==> src/rtl/pokey_poly_pkg.sv <==
// Shared widths, tap positions and preset values for the POKEY polynomial counters.
// Long-poly next-state helper lives here so top and any future user agree on it.
package pokey_poly_pkg;

  localparam int unsigned POLY4_W  = 4;
  localparam int unsigned POLY5_W  = 5;
  localparam int unsigned POLY9_W  = 9;
  localparam int unsigned POLY17_W = 17;

  localparam int unsigned POLY4_TAP  = 1;
  localparam int unsigned POLY5_TAP  = 2;
  localparam int unsigned POLY9_TAP  = 4;
  localparam int unsigned POLY17_TAP = 5;

  localparam logic [POLY4_W-1:0]  POLY4_PRESET  = 4'hF;
  localparam logic [POLY5_W-1:0]  POLY5_PRESET  = 5'h1F;
  localparam logic [POLY17_W-1:0] POLY17_PRESET = 17'h1FFFF;

  // In 9-bit mode the upper eight bits are frozen and feedback enters bit 8.
  function automatic logic [POLY17_W-1:0] long_poly_next(input logic [POLY17_W-1:0] q,
                                                         input logic nine_bit);
    logic [POLY17_W-1:0] n;
    if (nine_bit) begin
      n = {q[POLY17_W-1:POLY9_W], q[0] ^ q[POLY9_TAP], q[POLY9_W-1:1]};
    end else begin
      n = {q[0] ^ q[POLY17_TAP], q[POLY17_W-1:1]};
    end
    return n;
  endfunction

endpackage

==> src/rtl/pokey_lfsr.sv <==
// Fixed-length right-shifting LFSR with two-tap XOR feedback into the MSB.
// Preset (load all-ones) dominates shift; state only changes when one of them is high.
module pokey_lfsr
  import pokey_poly_pkg::*;
#(
  parameter int unsigned WIDTH = POLY4_W,
  parameter int unsigned TAP   = POLY4_TAP
) (
  input  logic             clk,
  input  logic             rst_n,
  input  logic             shift_en_i,
  input  logic             preset_i,
  output logic [WIDTH-1:0] q_o
);

  logic [WIDTH-1:0] q_q;
  logic [WIDTH-1:0] q_d;

  always_comb begin
    q_d = q_q;
    if (preset_i) begin
      q_d = '1;
    end else if (shift_en_i) begin
      q_d = {q_q[0] ^ q_q[TAP], q_q[WIDTH-1:1]};
    end
  end

  always_ff @(posedge clk or negedge rst_n) begin
    if (!rst_n) begin
      q_q <= '1;
    end else begin
      q_q <= q_d;
    end
  end

  assign q_o = q_q;

endmodule

==> src/rtl/pokey_poly_gen.sv <==
// POKEY poly4/poly5/poly9-17 noise generators plus the RANDOM capture register.
// RANDOM capture exists only when POKEY_POLY_RANDOM_EN is defined; otherwise random reads 8'h00.
module pokey_poly_gen
  import pokey_poly_pkg::*;
(
  input  logic       clk,
  input  logic       rst_n,
  input  logic       enp,
  input  logic       init,
  input  logic       poly9_sel,
  input  logic       rnd_rd,
  output logic       poly4_out,
  output logic       poly5_out,
  output logic       poly17_out,
  output logic [7:0] random
);

  logic [POLY4_W-1:0]  q4;
  logic [POLY5_W-1:0]  q5;
  logic [POLY17_W-1:0] q17_q;
  logic [POLY17_W-1:0] q17_d;
  logic                preset;

  // init is only honoured on an enp edge, matching the 1.79 MHz phase.
  assign preset = enp & init;

  pokey_lfsr #(.WIDTH(POLY4_W), .TAP(POLY4_TAP)) u_poly4 (
    .clk        (clk),
    .rst_n      (rst_n),
    .shift_en_i (enp),
    .preset_i   (preset),
    .q_o        (q4)
  );

  pokey_lfsr #(.WIDTH(POLY5_W), .TAP(POLY5_TAP)) u_poly5 (
    .clk        (clk),
    .rst_n      (rst_n),
    .shift_en_i (enp),
    .preset_i   (preset),
    .q_o        (q5)
  );

  always_comb begin
    q17_d = q17_q;
    if (preset) begin
      q17_d = POLY17_PRESET;
    end else if (enp) begin
      q17_d = long_poly_next(q17_q, poly9_sel);
    end
  end

  always_ff @(posedge clk or negedge rst_n) begin
    if (!rst_n) begin
      q17_q <= POLY17_PRESET;
    end else begin
      q17_q <= q17_d;
    end
  end

  assign poly4_out  = q4[0];
  assign poly5_out  = q5[0];
  assign poly17_out = q17_q[0];

`ifdef POKEY_POLY_RANDOM_EN
  logic [7:0] random_q;
  logic [7:0] random_d;

  // Sampled from pre-shift contents, so a coincident enp does not affect the read.
  always_comb begin
    random_d = random_q;
    if (rnd_rd) begin
      if (init) begin
        random_d = 8'h00;
      end else if (poly9_sel) begin
        random_d = ~q17_q[8:1];
      end else begin
        random_d = ~q17_q[16:9];
      end
    end
  end

  always_ff @(posedge clk or negedge rst_n) begin
    if (!rst_n) begin
      random_q <= 8'h00;
    end else begin
      random_q <= random_d;
    end
  end

  assign random = random_q;
`else
  logic unused_rnd_rd;
  assign unused_rnd_rd = rnd_rd;
  assign random        = 8'h00;
`endif

endmodule

==> config.mk <==
export PLATFORM = sky130hd
export DESIGN_NAME = pokey_poly_gen
export DESIGN_NICKNAME = d
export VERILOG_FILES = /design/src/rtl/pokey_poly_pkg.sv /design/src/rtl/pokey_lfsr.sv /design/src/rtl/pokey_poly_gen.sv
export SDC_FILE = /design/constraint.sdc
export NUM_CORES = 1
export LEC_CHECK = 0
export CAP_MARGIN = 20
export CORE_MARGIN = 2
export CORE_UTILIZATION = 58
export DETAILED_ROUTE_END_ITERATION = 8
export GPL_ROUTABILITY_DRIVEN = 1
export PLACE_DENSITY = 0.83
export SLEW_MARGIN = 20
export SYNTH_ARGS = -nofsm -noshare
export SYNTH_HDL_FRONTEND = slang
export SYNTH_HIERARCHICAL = 1
export SYNTH_SLANG_ARGS = --single-unit
==> constraint.sdc <==
create_clock -name clk -period 1.9 [get_ports clk]
set_input_delay 0.38 -clock clk [delete_from_list [all_inputs] [get_ports clk]]
set_output_delay 0.38 -clock clk [all_outputs]
set_load 0.005 [all_outputs]
==> metrics.md, run 1 <==
| Metric | Value |
|---|---|
| Largest net degree at the start of global routing | `27` |
| Largest area contributor in the synthesized netlist | `dfstp_2` |
| Setup TNS | `0 ns` |
| Global-route wire length before repair | `just over 3 mm` |
| Compound-Gate Fraction of Synth Area | `roughly 8.3%` |
| Largest family of logic cells by synthesized area | `simple AND/OR/NAND/NOR gates` |
| DRC viols | `0` |
| Worst path bufs/invs | `1` |
| Ys flop type | `dfstp_2` |
| Critical path, cell by cell | `clkdlybuf4s50_1` |
| Post-synth EDFFs | `0` |
| Crit path capture type | `primary output` |
| Power density over the cells | `between 700 and 800 nW/um^2` |
| GPL Wtd Cong | `0.673` |
| Hold crit path type | `flip-flop to flip-flop` |
| Post-synth top area share | `51.5%` |
| Max Root-Sink Buffers | `2` |
| Status | `complete, no violations` |
| Leak pwr | `0.000521 uW` |
| Ant diodes | `0` |
| Hold Buf Count CTS | `0` |
| Crit-path max FO | `4` |
| Final Util | `between 60 and 70%` |
| Delay-heaviest family, CP | `flip-flops` |
| Asr flop ratio synth | `between 90% and 100%` |
| Seq/Total Area, Yosys | `51.5%` |
| CTS buffer count | `3` |
| WL met3 | `around 49 um` |
| Clock Power Share | `a little over a fifth` |
| GRT Total Usage | `15.1%` |
| Total core area | `~2200 um^2` |
| Post-CTS resize count | `0` |
| Mapped Area | `between 1000 and 1500 um^2` |
| Vias in the first global route | `around 690` |
| Cell count after synthesis | `around 120` |
| WL met2 | `between 800 and 900 um` |
| Congestion Overflow GR | `0` |
| Layout cells sized above 1 | `31.1%` |
| Rows | `17` |
| Max Clock Freq | `between 500 and 600 MHz` |
| Switching share of total power | `between 20% and 30%` |
| Crit path arrival time | `around 1.4 ns` |
| Final wirelength | `1.84 mm` |
| Period utilization | `between 90% and 100%` |
| Top sig layer | `met4` |
| Crit start category | `flip-flop` |
| Initial antenna violation count | `0` |
| Worst IR Drop VDD | `approximately 0.00056 V` |
| Final number of max-transition violations | `0` |
| Max-cap violations | `0` |
| Critical Path Max Stage Delay | `between 0.5 and 0.6 ns` |
| Detail Route Antenna Nets | `0` |
| Setup CP Type | `flip-flop to primary output` |
| WP data required | `~1.5 ns` |
| Multiplexer share of the synthesized area | `under 10%` |
| Clock transition at path regs | `about 0.12 ns` |
| P_sw | `248 uW` |
| H-tree depth | `1` |
| Clock Skew | `approximately 0.006 ns` |
| Synth warn | `6` |
| Final Hold Fails | `0` |
| Final setup vio count | `0` |
| Detailed Place HPWL | `roughly 1.3 mm` |
| P&R area growth vs syn | `4.72%` |
| Internal power | `a little under 800 uW` |
| Synthesized flop and latch total | `26` |
| Later-pin clock latency in the skew report | `0.30 ns` |
| Via count | `roughly 800` |
| Clock sink total | `26` |
| Die ar. | `~2700 um^2` |
| Count of unique library cells instantiated by Yosys | `23` |
| Post-synthesis simple-gate area fraction | `roughly a fifth` |
| Die Y | `between 50 and 60 um` |
| CTS tree | `yes` |
| Iteration-0 DRC Markers | `5` |
| WL per Instance | `between 10 and 15 um` |
| Crit path time final | `between 1.5 and 2 ns` |
| RSZ-0062 raised after global routing | `no` |
| Slowest cell on crit path | `dfstp_2` |
| Post-Synth Adder-Cell Area | `0%` |
| Wire length on met1 | `just under 900 um` |
| Die X | `~52 um` |
| Reg power frac | `roughly two thirds` |
| Syn avg cell area | `~12 um^2` |
| # IOs | `17` |
| Clock root cell | `clkbuf_4` |
| First-pass iteration count of the detailed router | `4` |
| Synth Area in XOR/XNOR | `under 10%` |
| Vias/cell | `between 5 and 6` |
| Initial Util | `about 60%` |
| Postcts setup bufs | `0` |
| Comb power frac | `13.7%` |
| Top cells by area, synth | `dfstp_2, buf_4, mux2i_1, o22a_1, nor4b_1` |
| IO buf count | `7` |
| # fillers | `172` |
| Fin nets | `~130` |
state kept, by name, summed over array words and instances, names as in the netlist:
register / count
q17_q: 17
u_poly5/q_o: 5
u_poly4/q_o: 4
power groups by stage:
stage | Clock, uW | Sequential (uW) | Combinational (uW)
after global routing | 239 | 670 | 159
after CTS | 227 | 664 | 142
final | 218 | 664 | 141
after detailed placement | 0 | 672 | 142
after floorplan | 0 | 664 | 119
after global placement | 0 | 669 | 139
per-layer routing:
layer | up-vias | GRT usage [%]
met1 | 408 | 19.0
li1 | 393 | -
met5 | - | 0
met2 | 12 | 25.1
met4 | 0 | 7.89
met3 | 2 | 2.01
cells in the final DEF (no fill, tap or decap):
master           netlist  routed
dfstp_2               26      26
nor2_1                10      10
nor3_1                 8       8
o22a_1                 8       8
conb_1                 1       8
nor3b_1                7       7
nor4b_1                7       7
clkdlybuf4s50_1        0       7
mux2i_1                7       7
nand2_1                7       7
xnor2_1                4       4
buf_4                 11       4
clkbuf_4               0       3
a211oi_1               2       2
inv_1                  2       2
a31oi_1                2       2
and2_1                 1       1
nor4b_4                1       1
nand2b_1               1       1
and3b_1                1       1
nor3b_2                1       1
a211oi_2               1       1
buf_12                 0       1
synth_stat cells (4+ instances only):
| library cell | instances |
|---|---|
| nor3b_1 | 7 |
| xnor2_1 | 4 |
| nor4b_1 | 7 |
| buf_4 | 11 |
| nor3_1 | 8 |
| o22a_1 | 8 |
| nor2_1 | 10 |
| mux2i_1 | 7 |
| nand2_1 | 7 |
| dfstp_2 | 26 |
| buf_6 | 4 |
final timing paths:
path | start | to | slack, ns | cells after the start
worst max-delay path | q17_q[0]$_DFFE_PN1P_ | poly17_out | 0.13 | 1
worst max register to register | q17_q[0]$_DFFE_PN1P_ | q17_q[8]$_DFFE_PN1P_ | 0.96 | 2
max in group asynchronous | rst_n | q17_q[1]$_DFFE_PN1P_ | 1.19 | 2
worst min-delay path | q17_q[8]$_DFFE_PN1P_ | q17_q[8]$_DFFE_PN1P_ | 0.51 | 2
worst min register to register | q17_q[8]$_DFFE_PN1P_ | q17_q[8]$_DFFE_PN1P_ | 0.51 | 2
min in group asynchronous | rst_n | q17_q[13]$_DFFE_PN1P_ | 0.68 | 2
per-stage QoR:
step | hold slack, ns | total power [uW] | cell area (um^2) | instances | setup WS (ns)
after floorplan | 0.232 | 784 | 1350 | 122 | 0.732
after detailed placement | 0.492 | 814 | 1370 | 144 | 0.188
after global placement | 0.486 | 808 | 1370 | 144 | 0.201
after global routing | 0.519 | 1070 | 1390 | 147 | 0.0789
after CTS | 0.511 | 1030 | 1390 | 147 | 0.111
final | 0.510 | 1020 | 1390 | 147 | 0.129
logic make-up after synthesis:
family | Yosys count
AND/OR/NAND/NOR | 44
flip-flops | 26
buffers and inverters | 20
AO/OA/AOI/OAI | 13
multiplexers | 7
XOR/XNOR | 4
other | 1
worst reg2reg max path: cells and delay by family (launching register included):
family / cells / cell delay (ns)
AOI/OAI and AO/OA: 1 / 0.20
DFF: 1 / 0.59
xor gates and xnor gates: 1 / 0.08
final cells by class:
class / instances / area (um^2) / area share, %
inverter: 2 / 7.51 / 0.541
tap: 28 / 35.0 / 2.52
clock buffer: 3 / 22.5 / 1.62
sequential: 26 / 683 / 49.2
timing repair buffer: 12 / 120 / 8.65
multi-input combinational: 76 / 520 / 37.5
Power figures use the tool's default switching activity.
==> run 2: changes to the inputs <==
Settings changed: CORE_UTILIZATION 58 to 50, PLACE_DENSITY 0.83 to 0.74, SYNTH_HIERARCHICAL 1 to default.
==> run 2 against run 1 <==
  * Maximum frequency down 0.88%
  * Power down 4.2%
  * Flip-flop and latch count unchanged
  * Setup slack worse by 0.016 ns
  * Wire length down 7.5%
  * First-iteration DRC count rose to 2.6 times the previous value
  * Core utilization down 6.5 points
  * Synthesized area down 13%
  * Final cell count down 2.7%
  * Critical endpoint unchanged
==> metrics.md, run 2 <==
| Metric | Value |
|---|---|
| Status | `complete, no violations` |
| P&R area growth vs syn | `8.25%` |
| Post-synth top area share | `between 50% and 60%` |
| Placed Instances | `139` |
| Leading cell type in the layout, fill and taps excluded | `nor2_1` |
| Crit path capture type | `primary output` |
| GPL Wtd Cong | `roughly 0.68` |
| DRC viols | `0` |
| Rows | `17` |
| Final setup vio count | `0` |
| RSZ-0062 raised after global routing | `no` |
| Synthesized flop and latch total | `26` |
| Critical Path Max Stage Delay | `between 0.5 and 0.6 ns` |
| H-tree depth | `1` |
| Syn avg cell area | `10.7 um^2` |
| FF/Latch Area | `between 600 and 700 um^2` |
| Reg power frac | `63.0%` |
| Hold path startpoint | `u_poly5.q_o[3]$_DFFE_PN1P_` |
| Clock sink total | `26` |
| Layout cells sized above 1 | `approximately 31%` |
| Slowest cell on crit path | `dfstp_2` |
| Top cells by area, synth | `dfstp_2, nor2_1, o22a_1, a21oi_1, buf_4` |
| Worst path bufs/invs | `1` |
| Worst IR Drop VDD | `just over 0.0005 V` |
| Via count | `between 700 and 800` |
| Final Hold Fails | `0` |
| Leak pwr | `0.000476 uW` |
| R2R Path End | `q17_q[8]$_DFFE_PN1P_` |
| Crit start category | `flip-flop` |
| Initial antenna violation count | `0` |
| IO buf count | `7` |
| Clock root cell | `clkbuf_4` |
| Hold Buf Count CTS | `0` |
| Clock transition at path regs | `approximately 0.13 ns` |
| Pwr Total | `roughly 980 uW` |
| Critical path, cell by cell | `clkdlybuf4s50_1` |
| Worst flop-to-flop path startpoint | `q17_q[0]$_DFFE_PN1P_` |
| GRT Total Usage | `15.1%` |
| Detail Route Antenna Nets | `0` |
| Hold slack | `slightly above 0.5 ns` |
| M3 GR Usage | `2.87%` |
| Crit-path max FO | `4` |
| Vias in the first global route | `roughly 640` |
| Max Clock Freq | `560 MHz` |
| Asr flop ratio synth | `between 90% and 100%` |
| Clock Power Share | `27.6%` |
| Internal power | `around 760 uW` |
| Setup CP Type | `flip-flop to primary output` |
| Final number of max-transition violations | `0` |
| Period utilization | `94.0%` |
| Largest net degree at the start of global routing | `34` |
| Largest area contributor in the synthesized netlist | `dfstp_2` |
| Later-pin clock latency in the skew report | `0.31 ns` |
| Final cell count without fillers | `roughly 140` |
| Congestion Overflow GR | `0` |
| # IOs | `17` |
| Max FFs per register | `17` |
| Die ar. | `about 2700 um^2` |
| Ys flop type | `dfstp_2` |
| Count of unique library cells instantiated by Yosys | `16` |
| Fin nets | `122` |
| Die X | `52.0 um` |
| Cell count after synthesis | `between 100 and 150` |
| CTS buffer count | `3` |
| Area occupied by multi-input gates | `approximately 390 um^2` |
| Max Root-Sink Buffers | `2` |
| Vias/cell | `approximately 5.0` |
| Crit path time final | `1.79 ns` |
| Synth warn | `0` |
| Crit path arrival time | `1.41 ns` |
| Setup TNS | `0 ns` |
| CTS tree | `yes` |
| P_sw | `between 200 and 250 uW` |
| Top reg by flops | `q17_q` |
| Path depth of the worst reg2reg path | `3` |
| Switching share of total power | `22.6%` |
| Global-route wire length before repair | `~3.0 mm` |
| Seq/Total Area, Yosys | `between 50% and 60%` |
| Post-CTS resize count | `0` |
| Post-synth EDFFs | `0` |
| R2R Setup Slk | `0.86 ns` |
| Worst setup path endpoint | `poly17_out` |
| Power density over the cells | `786 nW/um^2` |
| Met1 usage | `between 20 and 25%` |
| Max-cap violations | `0` |
| Mapped Area | `around 1200 um^2` |
| Initial Util | `around 53%` |
| Most numerous cell in the Yosys netlist | `nor2_1` |
| Total core area | `about 2200 um^2` |
| Delay-heaviest family, CP | `flip-flops` |
| Crit. Startpoint | `q17_q[0]$_DFFE_PN1P_` |
| Die Y | `roughly 52 um` |
| Ant diodes | `0` |
| First-pass iteration count of the detailed router | `4` |
| WP data required | `roughly 1.5 ns` |
| GR Util met2 | `between 20% and 30%` |
| Final wirelength | `~1.7 mm` |
| Clock Skew | `about 0.0033 ns` |
| Comb power frac | `9.4%` |
| # fillers | `198` |
| WL per Instance | `about 12 um` |
| Iteration-0 DRC Markers | `13` |
| GRT busiest layer | `met2` |
| Top cells by count, synth | `nor2_1, dfstp_2, a21oi_1` |
| Most frequent cells in the layout | `nor2_1, dfstp_2, a21oi_1` |
| CP Depth | `1` |
| Hold crit path type | `flip-flop to flip-flop` |
| Postcts setup bufs | `0` |
| Detailed Place HPWL | `1.18 mm` |
## run 2: changes by cell type after synthesis, sizes merged, moves of 4 or more
cell   before  now
a21oi       0   16
buf        17   13
mux2i       7    0
nand2       7    0
nor2       10   31
nor3        8    0
nor3b       8    0
nor4b       8    0
## run 2: area by class of cell
| cell class | count | share of cell area, % |
|---|---|---|
| Inverter | 1 | 0.301 |
| Timing Repair Buffer | 11 | 8.02 |
| Multi-Input combinational cell | 73 | 31.2 |
| Tap cell | 28 | 2.81 |
| Sequential cell | 26 | 54.8 |
| Clock buffer | 4 | 2.91 |
## run 2: logic make-up (layout without fill, tap and decap cells)
family / Yosys count / after routing / synth area share, %
AOI/OAI and AO/OA: 28 / 28 / 16.3
buffers and inverters: 16 / 16 / 9.23
DFF: 26 / 26 / 59.3
and+or+nand+nor: 33 / 33 / 11.8
xor gates and xnor gates: 4 / 4 / 3.04
other: 1 / 8 / 0.325
## run 2: through the flow
step	util (%)	setup slack (ns)	area (um^2)
after floorplan	-	0.680	1180
final	56.9	0.113	1250
after CTS	56.9	0.0906	1250
after detailed placement	55.3	0.183	1210
after global placement	55.3	0.205	1210
after global routing	56.9	0.0561	1250
## run 2: layer usage
metal / vias to the layer above / wire length [um]
met5: - / 0
met1: 340 / 827
li1: 359 / -
met2: 9 / 795
met3: 2 / 59
met4: 0 / 16
## run 2: power by group through the flow
stage,Sequential (uW),Combinational (uW),Clock (uW)
final,617,92.3,271
after global placement,624,89.8,0
after floorplan,621,73.6,0
after CTS,617,93.4,279
after global routing,622,106,300
after detailed placement,625,93.6,0
## run 2: how the worst min path moves through the flow
stage,end,cells past startpoint
finish,u_poly5.q_o[3]$_DFFE_PN1P_,2
CTS,u_poly5.q_o[3]$_DFFE_PN1P_,2
detailed placement,u_poly5.q_o[3]$_DFFE_PN1P_,2
global placement,u_poly5.q_o[3]$_DFFE_PN1P_,2
global route,q17_q[9]$_DFFE_PN1P_,1
floorplan,q17_q[0]$_DFFE_PN1P_,0
## run 2: worst reg2reg max path, stage by stage (launching register included)
cell and delay, ns:
dfstp_2 0.59, xnor2_1 0.13, a21oi_1 0.09, o22a_1 0.16
